==> config.mk <==
export PLATFORM = sky130hd
export DESIGN_NAME = video_start_sequencer
export DESIGN_NICKNAME = d
export VERILOG_FILES = /design/src/rtl/video_start_sequencer.sv
export SDC_FILE = /design/constraint.sdc
export NUM_CORES = 1
export LEC_CHECK = 0
export BUFFER_PORTS_ARGS = -buffer_cell sky130_fd_sc_hd__buf_2
export CAP_MARGIN = 20
export CORE_ASPECT_RATIO = 1.1
export CORE_MARGIN = 2
export CORE_UTILIZATION = 45
export DETAILED_ROUTE_END_ITERATION = 16
export HOLD_SLACK_MARGIN = 0.08
export REMOVE_ABC_BUFFERS = 1
export SLEW_MARGIN = 20
export SYNTH_ARGS = -nofsm -noshare
export SYNTH_HDL_FRONTEND = slang
export SYNTH_SLANG_ARGS = --single-unit
==> constraint.sdc <==
create_clock -name clock -period 2.1 [get_ports clock]
set_input_delay 0.105 -clock clock [delete_from_list [all_inputs] [get_ports clock]]
set_output_delay 0.105 -clock clock [all_outputs]
set_load 0.005 [all_outputs]
==> src/rtl/video_start_sequencer.sv <==
`default_nettype none
// ============================================================================
// Module      : video_start_sequencer
// Description : Sequences the HDMI video generator through power-up, PLL lock
//               changes and video-mode reconfiguration. Holds the generator
//               in reset, waits for the capture side to start a frame and
//               buffer START_LINES lines, then fires a one-cycle start pulse.
//               A config update or loss of lock forces a full resync.
//
// Ports       : clock              output pixel clock
//               reset              asynchronous, active-high reset
//               i_pll_locked       output PLL lock (synchronous to clock)
//               i_cfg_update       pulse: new video config latched
//               i_wr_frame_start   pulse: first line of a frame written
//               i_wr_line_done     pulse: one buffered line completed
//               i_fullcycle        generator finished its sync warm-up
//               o_gen_reset        reset to the video generator
//               o_starttrigger     one-cycle start pulse to the generator
//               o_running          high while in RUN
//               o_resync_count     saturating count of counted resyncs
//
// Options     : SEQ_WATCHDOG_EN - when defined, a watchdog forces a counted
//               resync if i_fullcycle does not rise within WATCHDOG_CYCLES of
//               entering RUN. When undefined, i_fullcycle is ignored.
//
// Revision    : 1.0 - initial release
// ============================================================================
module video_start_sequencer #(
    parameter int unsigned RESET_CYCLES    = 16,
    parameter int unsigned START_LINES     = 4,
    parameter int unsigned WATCHDOG_CYCLES = 2000000
) (
    input  logic       clock,
    input  logic       reset,
    input  logic       i_pll_locked,
    input  logic       i_cfg_update,
    input  logic       i_wr_frame_start,
    input  logic       i_wr_line_done,
    input  logic       i_fullcycle,
    output logic       o_gen_reset,
    output logic       o_starttrigger,
    output logic       o_running,
    output logic [7:0] o_resync_count
);

    typedef enum logic [2:0] {
        S_IDLE = 3'd0,
        S_HOLD = 3'd1,
        S_ARM  = 3'd2,
        S_FILL = 3'd3,
        S_TRIG = 3'd4,
        S_RUN  = 3'd5
    } state_t;

    localparam logic [7:0] c_HOLD_LOAD   = 8'(RESET_CYCLES - 1);
    localparam logic [7:0] c_START_LINES = 8'(START_LINES);

    state_t     r_state;
    logic [7:0] r_hold_cnt;
    logic [7:0] r_line_cnt;
    logic [7:0] r_resync_cnt;
    logic       r_gen_reset;
    logic       r_starttrigger;
    logic       r_running;

    state_t     w_state_next;
    logic [7:0] w_hold_next;
    logic [7:0] w_line_next;
    logic [7:0] w_restart_count;
    logic [7:0] w_fill_count;
    logic       w_resync;
    logic       w_resync_counted;
    logic       w_wd_trip;

`ifdef SEQ_WATCHDOG_EN
    localparam logic [23:0] c_WD_LIMIT = 24'(WATCHDOG_CYCLES);

    logic [23:0] r_wd_cnt;
    logic        r_fc_seen;
    logic [23:0] w_wd_inc;

    assign w_wd_inc  = r_wd_cnt + 24'd1;
    // Trip on the cycle the count would reach the limit, so the resync is
    // visible exactly WATCHDOG_CYCLES cycles after RUN is entered.
    assign w_wd_trip = (r_state == S_RUN) && !r_fc_seen && !i_fullcycle
                       && (w_wd_inc == c_WD_LIMIT);
`else
    localparam int unsigned c_unused_wd_cycles = WATCHDOG_CYCLES;
    logic w_unused_fullcycle;

    assign w_unused_fullcycle = i_fullcycle;
    assign w_wd_trip          = 1'b0;
`endif

    // A frame start restarts the line count; a coincident line counts as 1.
    assign w_restart_count = {7'd0, i_wr_line_done};
    assign w_fill_count    = i_wr_line_done ? (r_line_cnt + 8'd1) : r_line_cnt;

    assign w_resync = (r_state != S_IDLE)
                      && (!i_pll_locked || i_cfg_update || w_wd_trip);
    assign w_resync_counted = w_resync && (r_state != S_HOLD);

    always_comb begin
        w_state_next = r_state;
        w_hold_next  = r_hold_cnt;
        w_line_next  = r_line_cnt;

        case (r_state)
            S_IDLE: begin
                if (i_pll_locked) begin
                    w_state_next = S_HOLD;
                    w_hold_next  = c_HOLD_LOAD;
                end
            end
            S_HOLD: begin
                if (r_hold_cnt == 8'd0) begin
                    w_state_next = S_ARM;
                end else begin
                    w_hold_next = r_hold_cnt - 8'd1;
                end
            end
            S_ARM: begin
                if (i_wr_frame_start) begin
                    w_line_next  = w_restart_count;
                    w_state_next = (w_restart_count == c_START_LINES) ? S_TRIG : S_FILL;
                end
            end
            S_FILL: begin
                w_line_next = i_wr_frame_start ? w_restart_count : w_fill_count;
                if (w_line_next == c_START_LINES) begin
                    w_state_next = S_TRIG;
                end
            end
            S_TRIG: begin
                w_state_next = S_RUN;
            end
            S_RUN: begin
                w_state_next = S_RUN;
            end
            default: begin
                w_state_next = S_IDLE;
            end
        endcase

        // Resync wins over every ordinary transition.
        if (w_resync) begin
            if (!i_pll_locked) begin
                w_state_next = S_IDLE;
            end else begin
                w_state_next = S_HOLD;
                w_hold_next  = c_HOLD_LOAD;
            end
        end
    end

    always_ff @(posedge clock or posedge reset) begin
        if (reset) begin
            r_state        <= S_IDLE;
            r_hold_cnt     <= 8'd0;
            r_line_cnt     <= 8'd0;
            r_resync_cnt   <= 8'd0;
            r_gen_reset    <= 1'b1;
            r_starttrigger <= 1'b0;
            r_running      <= 1'b0;
`ifdef SEQ_WATCHDOG_EN
            r_wd_cnt       <= 24'd0;
            r_fc_seen      <= 1'b0;
`endif
        end else begin
            r_state    <= w_state_next;
            r_hold_cnt <= w_hold_next;
            r_line_cnt <= w_line_next;

            if (w_resync_counted && (r_resync_cnt != 8'hFF)) begin
                r_resync_cnt <= r_resync_cnt + 8'd1;
            end

            // Outputs decode the next state so they line up with r_state.
            r_gen_reset    <= (w_state_next == S_IDLE) || (w_state_next == S_HOLD);
            r_starttrigger <= (w_state_next == S_TRIG);
            r_running      <= (w_state_next == S_RUN);

`ifdef SEQ_WATCHDOG_EN
            if (r_state == S_TRIG) begin
                r_wd_cnt  <= 24'd0;
                r_fc_seen <= 1'b0;
            end else if (r_state == S_RUN) begin
                if (i_fullcycle) begin
                    r_fc_seen <= 1'b1;
                end else if (!r_fc_seen) begin
                    r_wd_cnt <= w_wd_inc;
                end
            end
`endif
        end
    end

    assign o_gen_reset    = r_gen_reset;
    assign o_starttrigger = r_starttrigger;
    assign o_running      = r_running;
    assign o_resync_count = r_resync_cnt;

endmodule
`default_nettype wire

==> impl_results.md, run 1 <==
- Maximum fanout along the worst path: 7
- Area contributors post-synth: dfrtp_1 43%, nand2_1 4.7%, o21ai_0 3.6%, nor2_1 3.6%, ha_1 3.0%
- Core outline area: 3630 µm²
- Final Max Tran Viols: 0
- Hold endpoint: r_line_cnt[3]
- Leakage: 0.843 nW
- R2R setup slack: 0.18 ns
- Global-route wire length before repair: 6.31 mm
- Row Count: 23
- ANT cells: 0
- Clk sinks: 30
- Post-synthesis sequential area ratio: 44.5%
- Initial antenna violation count: 0
- Drc violations: 0
- IO Port Bufs: 16
- Hold Path Class: input pin to flop
- Total power draw: 1.59 mW
- RSZ-0062 raised after global routing: false
- Worst-path cell chain: ha_1 -> and4_4 -> or2_2 -> a211oi_1 -> o311a_1 -> o221ai_1
- Synth top area share: 42.9%
- Initial DRC Count: 94
- Avg Inst Size Synth: 9.39 µm²
- DP Cell Count: 247
- # setup viols final: 0
- Cell count of the worst reg-to-reg path: 6
- Crit-path leading delay family: compound AO/OA/AOI/OAI gates
- Area Growth Syn to Fin: 14.7%
- Fin Setup TNS: 0 ns
- Synthesis Warnings: 0
- WS Path Type: flop to flop
- Yosys top cell by area: dfrtp_1
- Boundary Pins: 18
- Clock Skew: 0.00344 ns
- Final Cell Area: 1940 µm²
- Crit start category: flop
- Critical path's largest stage delay: 0.44 ns
- Comb pwr share: 24.7%
- Post-CTS Setup Inserts: 0
- VDD IR max: 0.452 mV
- Outcome: completed
- Dpl ws: 0.177 ns
- FFs w/ async S/R, synth: 100%
- Clock root cell: clkbuf_8
- Die H: 68.3 µm
- Commonest non-fill, non-tap cell in the layout: dfrtp_1
- Net Sw Frac: 32.5%
- Largest net degree at the start of global routing: 31
- R2r startpoint: r_line_cnt[1]
- Clock transition at path regs: 0.06 ns
- Placer Congestion: 0.815
- Synthesized cell area: 1690 µm²
- Worst EP required: 2.25 ns
- Final worst slack: 0.178 ns
- Tmin final: 1.92 ns
- EDFF count, synth: 0
- #FFs+latches synth: 30
- Final Hold Viols: 0
- GRT Total Usage: 19.3%
- Maximum clock path buffer count: 2
- Crit path buf inv count: 0
- Cell Int Power: 1.07 mW
- Resized cells post-CTS: 0
- Netlist cell types: 54
- CTS buffer count: 5
- Placed instance area: 1840 µm²
- Worst slew margin: 58.9%
- Vias in the first global route: 1366
- First-pass iteration count of the detailed router: 4
- Clock Latency Late Sink: 0.28 ns
- Hold WS: 0.116 ns
- Syn Inst Count: 180
- Die Area: 4260 µm²
- Final Non-Filler Cells: 256
- Hold_buf cts: 1
- Starting Density: 46.6%
- CTS tree: done
- Post-DP HPWL: 2.56 mm
- H-tree levels: 2
- PwrDens: 819 nW/µm²
- Max-cap violations: 0
- Fin crit share: 91.5%
- Die X: 62.4 µm
- Fin util: 53.5%
- Hold path start: i_wr_frame_start
- Flop pwr share: 45.2%
- Via count: 1394
- FF-to-FF End: r_state[0]
- Routed vias/inst: 5.45
- Final Net Count: 216
- CP max stage cell: dfrtp_1
- Clk pwr share: 30.1%
- CP endpoint kind: flop
- Total wire length: 3.48 mm
- Share of layout cells above drive strength 1: 19.9%
- Commonest non-fill, non-tap cells in the layout: 29 x dfrtp_1, 21 x nand2_1, 16 x nor2_1, 16 x buf_2, 12 x o21ai_0
- Slew @ Worst Pin: 0.610 ns
- Synth Flop Type: dfrtp_1
- Achievable Freq: 520 MHz
- Crit path DAT: 2.07 ns
- Hold Crit Depth: 2
- GRT overflow: 0
- P_sw: 0.515 mW
- Routed Antenna Nets: 0
- Drt wl/cell: 13.6 µm
worst max-delay path by stage:
stage | start | end | slack [ns] | cells past startpoint
2_1_floorplan | r_line_cnt[0] | r_state[0] | 0.33 | 6
3_3_place_gp | r_line_cnt[1] | r_state[0] | 0.21 | 6
3_5_place_dp | r_line_cnt[1] | r_state[0] | 0.18 | 6
4_1_cts | r_line_cnt[1] | r_state[0] | 0.18 | 6
5_1_grt | r_line_cnt[1] | r_state[0] | 0.04 | 6
6_report | r_line_cnt[1] | r_state[0] | 0.18 | 6
synth_stat cells, types with 3 or more instances:
master	instances
inv_1	7
xnor2_1	5
nor3_1	3
and3_1	3
a311oi_1	3
a31oi_1	3
ha_1	4
o21ai_0	12
dfrtp_1	29
nand3_1	9
xor2_1	5
nor2_1	16
or2_2	3
a21oi_1	7
nand2_1	21
layer usage:
metal / share of wire, % / track usage, % / wire length (µm)
met3: 3.7 / 5.10 / 128
met4: 1.1 / 7.50 / 37
met2: 48 / 33.7 / 1670
met1: 47 / 23.0 / 1650
met5: 0 / 0 / 0
final cells by class:
type	instances	area, µm²
multi-input combinational	139	878
clock buffer	7	86.3
fill	366	1690
tap	50	62.6
inverter	7	26.3
timing repair buffer	22	128
clock inverter	1	5.00
sequential	30	752
kinds of logic after synthesis:
kind of cell	share of synthesized area (%)
AO/OA/AOI/OAI	18.4
XOR/XNOR	5.18
adder cells (fa/ha/maj)	2.96
buffers and inverters	3.55
flip-flops	44.5
multiplexers	0.666
AND/OR/NAND/NOR	24.8
sequential cells by signal, indices dropped and copies added, names as in the netlist:
signal	count
o_gen_reset	1
o_starttrigger	1
r_line_cnt	8
r_hold_cnt	8
o_resync_count	8
r_state	3
o_running	1
power groups by stage:
stage | registers, mW | clock network [mW] | logic, mW
finish | 0.717 | 0.478 | 0.392
global route | 0.728 | 0.522 | 0.450
CTS | 0.716 | 0.491 | 0.392
detailed placement | 0.723 | 0 | 0.389
global placement | 0.719 | 0 | 0.372
floorplan | 0.728 | 0 | 0.253
Power figures use the tool's default switching activity.
==> run 2, diff against run 1 <==
Clock period 2.1 ns to 2.2 ns, I/O delays scaled along.
==> impl_results.md, run 2 (synthesized netlist as in run 1, its figures left out) <==
- Final Net Count: 215
- CTS buffer count: 5
- Filler cells: 358
- Routed vias/inst: 5.56
- Final Hold Viols: 0
- IO Port Bufs: 16
- PwrDens: 767 nW/µm²
- Crit start category: flop
- Commonest non-fill, non-tap cell in the layout: dfrtp_1
- Final Non-Filler Cells: 254
- Fin crit share: 88.7%
- RSZ-0062 raised after global routing: false
- Area Growth Syn to Fin: 13.3%
- Worst slew margin: 59.5%
- Fin util: 52.8%
- First-pass iteration count of the detailed router: 4
- Hold Path Class: input pin to flop
- CTS tree: done
- Commonest non-fill, non-tap cells in the layout: 29 x dfrtp_1, 21 x nand2_1, 16 x nor2_1, 16 x buf_2, 12 x o21ai_0
- Critical Path Start: r_line_cnt[1]
- Share of layout cells above drive strength 1: 18.6%
- R2r startpoint: r_line_cnt[1]
- Hold path start: i_wr_frame_start
- Leakage: 0.829 nW
- WS Path Type: flop to flop
- Vias in the first global route: 1416
- GRT Total Usage: 19.3%
- Outcome: completed
- Routed Antenna Nets: 0
- Die Area: 4260 µm²
- Global-route wire length before repair: 6.31 mm
- Total wire length: 3.58 mm
- Via count: 1412
- Core outline area: 3630 µm²
- H-tree levels: 2
- Wire length on met3: 120 µm
- Clock Latency Late Sink: 0.28 ns
- Fin Setup TNS: 0 ns
- Drt wl/cell: 14.1 µm
- CP max stage cell: dfrtp_1
- Largest net degree at the start of global routing: 31
- Dpl ws: 0.265 ns
- VDD IR max: 0.363 mV
- Max-cap violations: 0
- Cell count of the worst reg-to-reg path: 6
- Row Count: 23
- Clock root cell: clkbuf_8
- FF-to-FF End: r_state[0]
- Hold Crit Depth: 2
- CP endpoint kind: flop
- ANT cells: 0
- Crit path DAT: 2.09 ns
- Worst-path cell chain: ha_1 -> and4_4 -> or2_2 -> a211oi_1 -> o311a_1 -> o221ai_1
- Die H: 68.3 µm
- DP Cell Count: 246
- Critical path's largest stage delay: 0.45 ns
- Final Max Tran Viols: 0
- Placer Congestion: 0.819
- Slew @ Worst Pin: 0.600 ns
- Top layer in use: met4
- Initial antenna violation count: 0
- Clock transition at path regs: 0.06 ns
- Drc violations: 0
- Final worst slack: 0.249 ns
- Wl on met1: 1.60 mm
- Worst EP required: 2.34 ns
- Starting Density: 46.6%
- Boundary Pins: 18
- Metal2 WL: 1.80 mm
- Clock Skew: 0.00563 ns
- Maximum fanout along the worst path: 7
- GRT overflow: 0
- Die X: 62.4 µm
- # setup viols final: 0
- Maximum clock path buffer count: 2
- Initial DRC Count: 86
- Achievable Freq: 513 MHz
- Post-DP HPWL: 2.65 mm
- Clk sinks: 30
- Hold endpoint: r_line_cnt[3]
- Tmin final: 1.95 ns
- R2R setup slack: 0.25 ns
==> run 2: changes by cell type in the layout (fill, tap and decap cells not counted) <==
cell,change
clkinv_2,-1
clkbuf_8,-1
buf_4,-1
clkbuf_1,+1
==> run 2: stage by stage <==
step / cell area (µm²) / hold WS, ns / power [mW]
after global routing: 1920 / 0.126 / 1.57
after floorplan: 1660 / 0.200 / 0.936
final: 1920 / 0.115 / 1.47
after global placement: 1830 / 0.199 / 1.04
after CTS: 1920 / 0.105 / 1.48
after detailed placement: 1830 / 0.212 / 1.06
==> run 2: repair_timing <==
action                                 in CTS  in global routing
hold buffers                                1                  0
gates resized for setup                     0                  0
endpoints found under the hold margin      29                  0
setup buffers                               0                  0
==> run 2: power by group <==
| part | switching, mW | internal, mW |
|---|---|---|
| logic | 0.209 | 0.159 |
| clock network | 0.197 | 0.217 |
| registers | 0.0775 | 0.610 |
| total | 0.484 | 0.986 |
==> run 2: critical path: cells and delay by family (launching register included) <==
family	cells	cell delay, ns
compound gates	3	0.68
fa+ha+maj	1	0.24
flops	1	0.45
simple gates	2	0.43
==> run 2: cell type report <==
cell class                 count  area, µm²  area share [%]
timing repair buffer          21        120            6.27
inverter                       7       26.3            1.37
tap                           50       62.6            3.27
sequential                    30        752            39.3
multi-input combinational    139        878            45.9
clock buffer                   7       76.3            3.98
==> run 2: how the worst max path moves through the flow <==
stage          depth (start not counted)  slack [ns]         end
2_1_floorplan                          6        0.43  r_state[0]
3_3_place_gp                           6        0.29  r_state[2]
3_5_place_dp                           6        0.26  r_state[0]
4_1_cts                                6        0.24  r_state[0]
5_1_grt                                6        0.10  r_state[2]
6_report                               6        0.25  r_state[0]
==> run 2: per-layer routing <==
metal	track usage, %	vias up
li1	-	701
met1	21.3	680
met2	35.9	25
met3	4.77	6
met4	8.33	0
met5	0	-
==> run 3, diff against run 2 <==
--- a/config.mk
+++ b/config.mk
@@ -11,5 +11,6 @@
 export CORE_MARGIN = 2
-export CORE_UTILIZATION = 45
+export CORE_UTILIZATION = 53
 export DETAILED_ROUTE_END_ITERATION = 16
-export HOLD_SLACK_MARGIN = 0.08
+export HOLD_SLACK_MARGIN = 0.15
+export PLACE_DENSITY = 0.73
 export REMOVE_ABC_BUFFERS = 1
--- a/constraint.sdc
+++ b/constraint.sdc
@@ -3,2 +3,2 @@
 set_output_delay 0.11 -clock clock [all_outputs]
-set_load 0.005 [all_outputs]
+set_load 0.1 [all_outputs]
==> impl_results.md, run 3 (synthesized netlist as in run 1, its figures left out) <==
- Outcome: completed
- Fin util: 62.3%
- Routed vias/inst: 6.17
- Initial antenna violation count: 0
- Clock transition at path regs: 0.09 ns
- Final Hold Viols: 0
- Clk sinks: 30
- Routed Antenna Nets: 0
- CP max stage cell: dfrtp_1
- Commonest non-fill, non-tap cell in the layout: dfrtp_1
- Crit-path leading delay family: compound AO/OA/AOI/OAI gates
- Global-route wire length before repair: 6.17 mm
- Total wire length: 3.55 mm
- Vias in the first global route: 1434
- Clock Skew: 0.00723 ns
- IO Port Bufs: 16
- ANT cells: 0
- Via count: 1487
- Boundary Pins: 18
- Max-cap violations: 0
- CTS buffer count: 5
- Achievable Freq: 499 MHz
- Filler cells: 269
- Drc violations: 0
- Commonest non-fill, non-tap cells in the layout: 29 x dfrtp_1, 21 x nand2_1, 16 x nor2_1, 16 x buf_2, 12 x o21ai_0
- Placer Congestion: 0.926
- Hold Crit Depth: 3
- Total power draw: 1.58 mW
- Fin crit share: 91.2%
- Hold endpoint: o_running
- Starting Density: 55.5%
- Worst EP required: 2.39 ns
- Worst slew margin: 60.6%
- Die X: 57.8 µm
- Final Net Count: 217
- # setup viols final: 0
- CTS tree: done
- VDD IR max: 1.02 mV
- Drt wl/cell: 14.7 µm
- Maximum fanout along the worst path: 7
- Hold_buf cts: 3
- Crit path DAT: 2.20 ns
- Largest net degree at the start of global routing: 17
- R2r startpoint: r_line_cnt[0]
- Die Area: 3660 µm²
- Maximum clock path buffer count: 2
- H-tree levels: 2
- Resized cells post-CTS: 0
- DP Cell Count: 230
- Tmin final: 2.01 ns
- Worst-path cell chain: ha_1 -> and4_4 -> or2_2 -> a211oi_1 -> o311a_1 -> o221ai_1
- Core outline area: 3050 µm²
- Hold path start: i_cfg_update
- PwrDens: 831 nW/µm²
- Initial DRC Count: 55
- GRT overflow: 0
- Post-CTS Setup Inserts: 0
- Area Growth Syn to Fin: 12.4%
- Critical path's largest stage delay: 0.46 ns
- Cell count of the worst reg-to-reg path: 6
- Crit start category: flop
- Hold Path Class: input pin to flop
- RSZ-0062 raised after global routing: false
- First-pass iteration count of the detailed router: 4
- WS Path Type: flop to flop
- Final Max Tran Viols: 0
- Row Count: 21
- Final Non-Filler Cells: 241
- Fin Setup TNS: 0 ns
- FF-to-FF End: r_state[0]
- Post-DP HPWL: 2.64 mm
- R2R setup slack: 0.19 ns
- GRT Total Usage: 21.9%
- Die H: 63.2 µm
- CP endpoint kind: flop
- Clock Latency Late Sink: 0.33 ns
- Slew @ Worst Pin: 0.587 ns
- Crit path buf inv count: 0
- Clock root cell: clkbuf_4
- Share of layout cells above drive strength 1: 19.3%
- Leakage: 0.833 nW
==> run 3: cell types whose count changed in the layout (fill, tap and decap cells not counted), sizes merged <==
cell,before,now
dlygate4sd3,1,3
clkinv,0,1
==> run 3: cell type report <==
class	count	area, µm²	area share, %
multi-input combinational	139	878	46.2
sequential	30	752	39.6
timing repair buffer	23	140	7.38
clock buffer	7	55.1	2.90
tap	34	42.5	2.24
inverter	7	26.3	1.38
clock inverter	1	5.00	0.264
==> run 3: worst max path at each step <==
stage                       from                 to  slack (ns)  cells after the start
2_1_floorplan  o_resync_count[0]  o_resync_count[7]       -0.14                      6
3_3_place_gp       r_line_cnt[0]         r_state[0]        0.27                      6
3_5_place_dp       r_line_cnt[0]         r_state[0]        0.26                      6
4_1_cts            r_line_cnt[0]         r_state[0]        0.24                      6
5_1_grt            r_line_cnt[0]         r_state[2]        0.09                      6
6_report           r_line_cnt[0]         r_state[0]        0.19                      6
==> run 3: where the power goes <==
part / total [mW] / internal [mW] / leakage, nW / switching [mW]
clock network: 0.341 / 0.155 / 0.0353 / 0.187
registers: 0.689 / 0.608 / 0.382 / 0.0808
logic: 0.549 / 0.162 / 0.416 / 0.387
total: 1.58 / 0.925 / 0.833 / 0.654
==> run 3: worst min-delay path: stages <==
cell and delay [ns]:
buf_2 0.11, nor2b_1 0.08, and2_1 0.16
==> run 3: metal layers <==
layer	vias up	GRT usage (%)	routed length [µm]
li1	706	-	-
met1	719	26.9	1520
met2	50	34.5	1770
met3	12	5.95	146
met4	0	11.9	103
met5	-	0	0
==> run 3: metrics by stage <==
stage          setup WS, ns  hold slack (ns)  area, µm²
6_report              0.195            0.168       1900
2_1_floorplan        -0.141            0.200       1660
3_3_place_gp          0.268            0.181       1810
4_1_cts               0.237            0.157       1900
3_5_place_dp          0.262            0.182       1810
5_1_grt              0.0856            0.172       1900
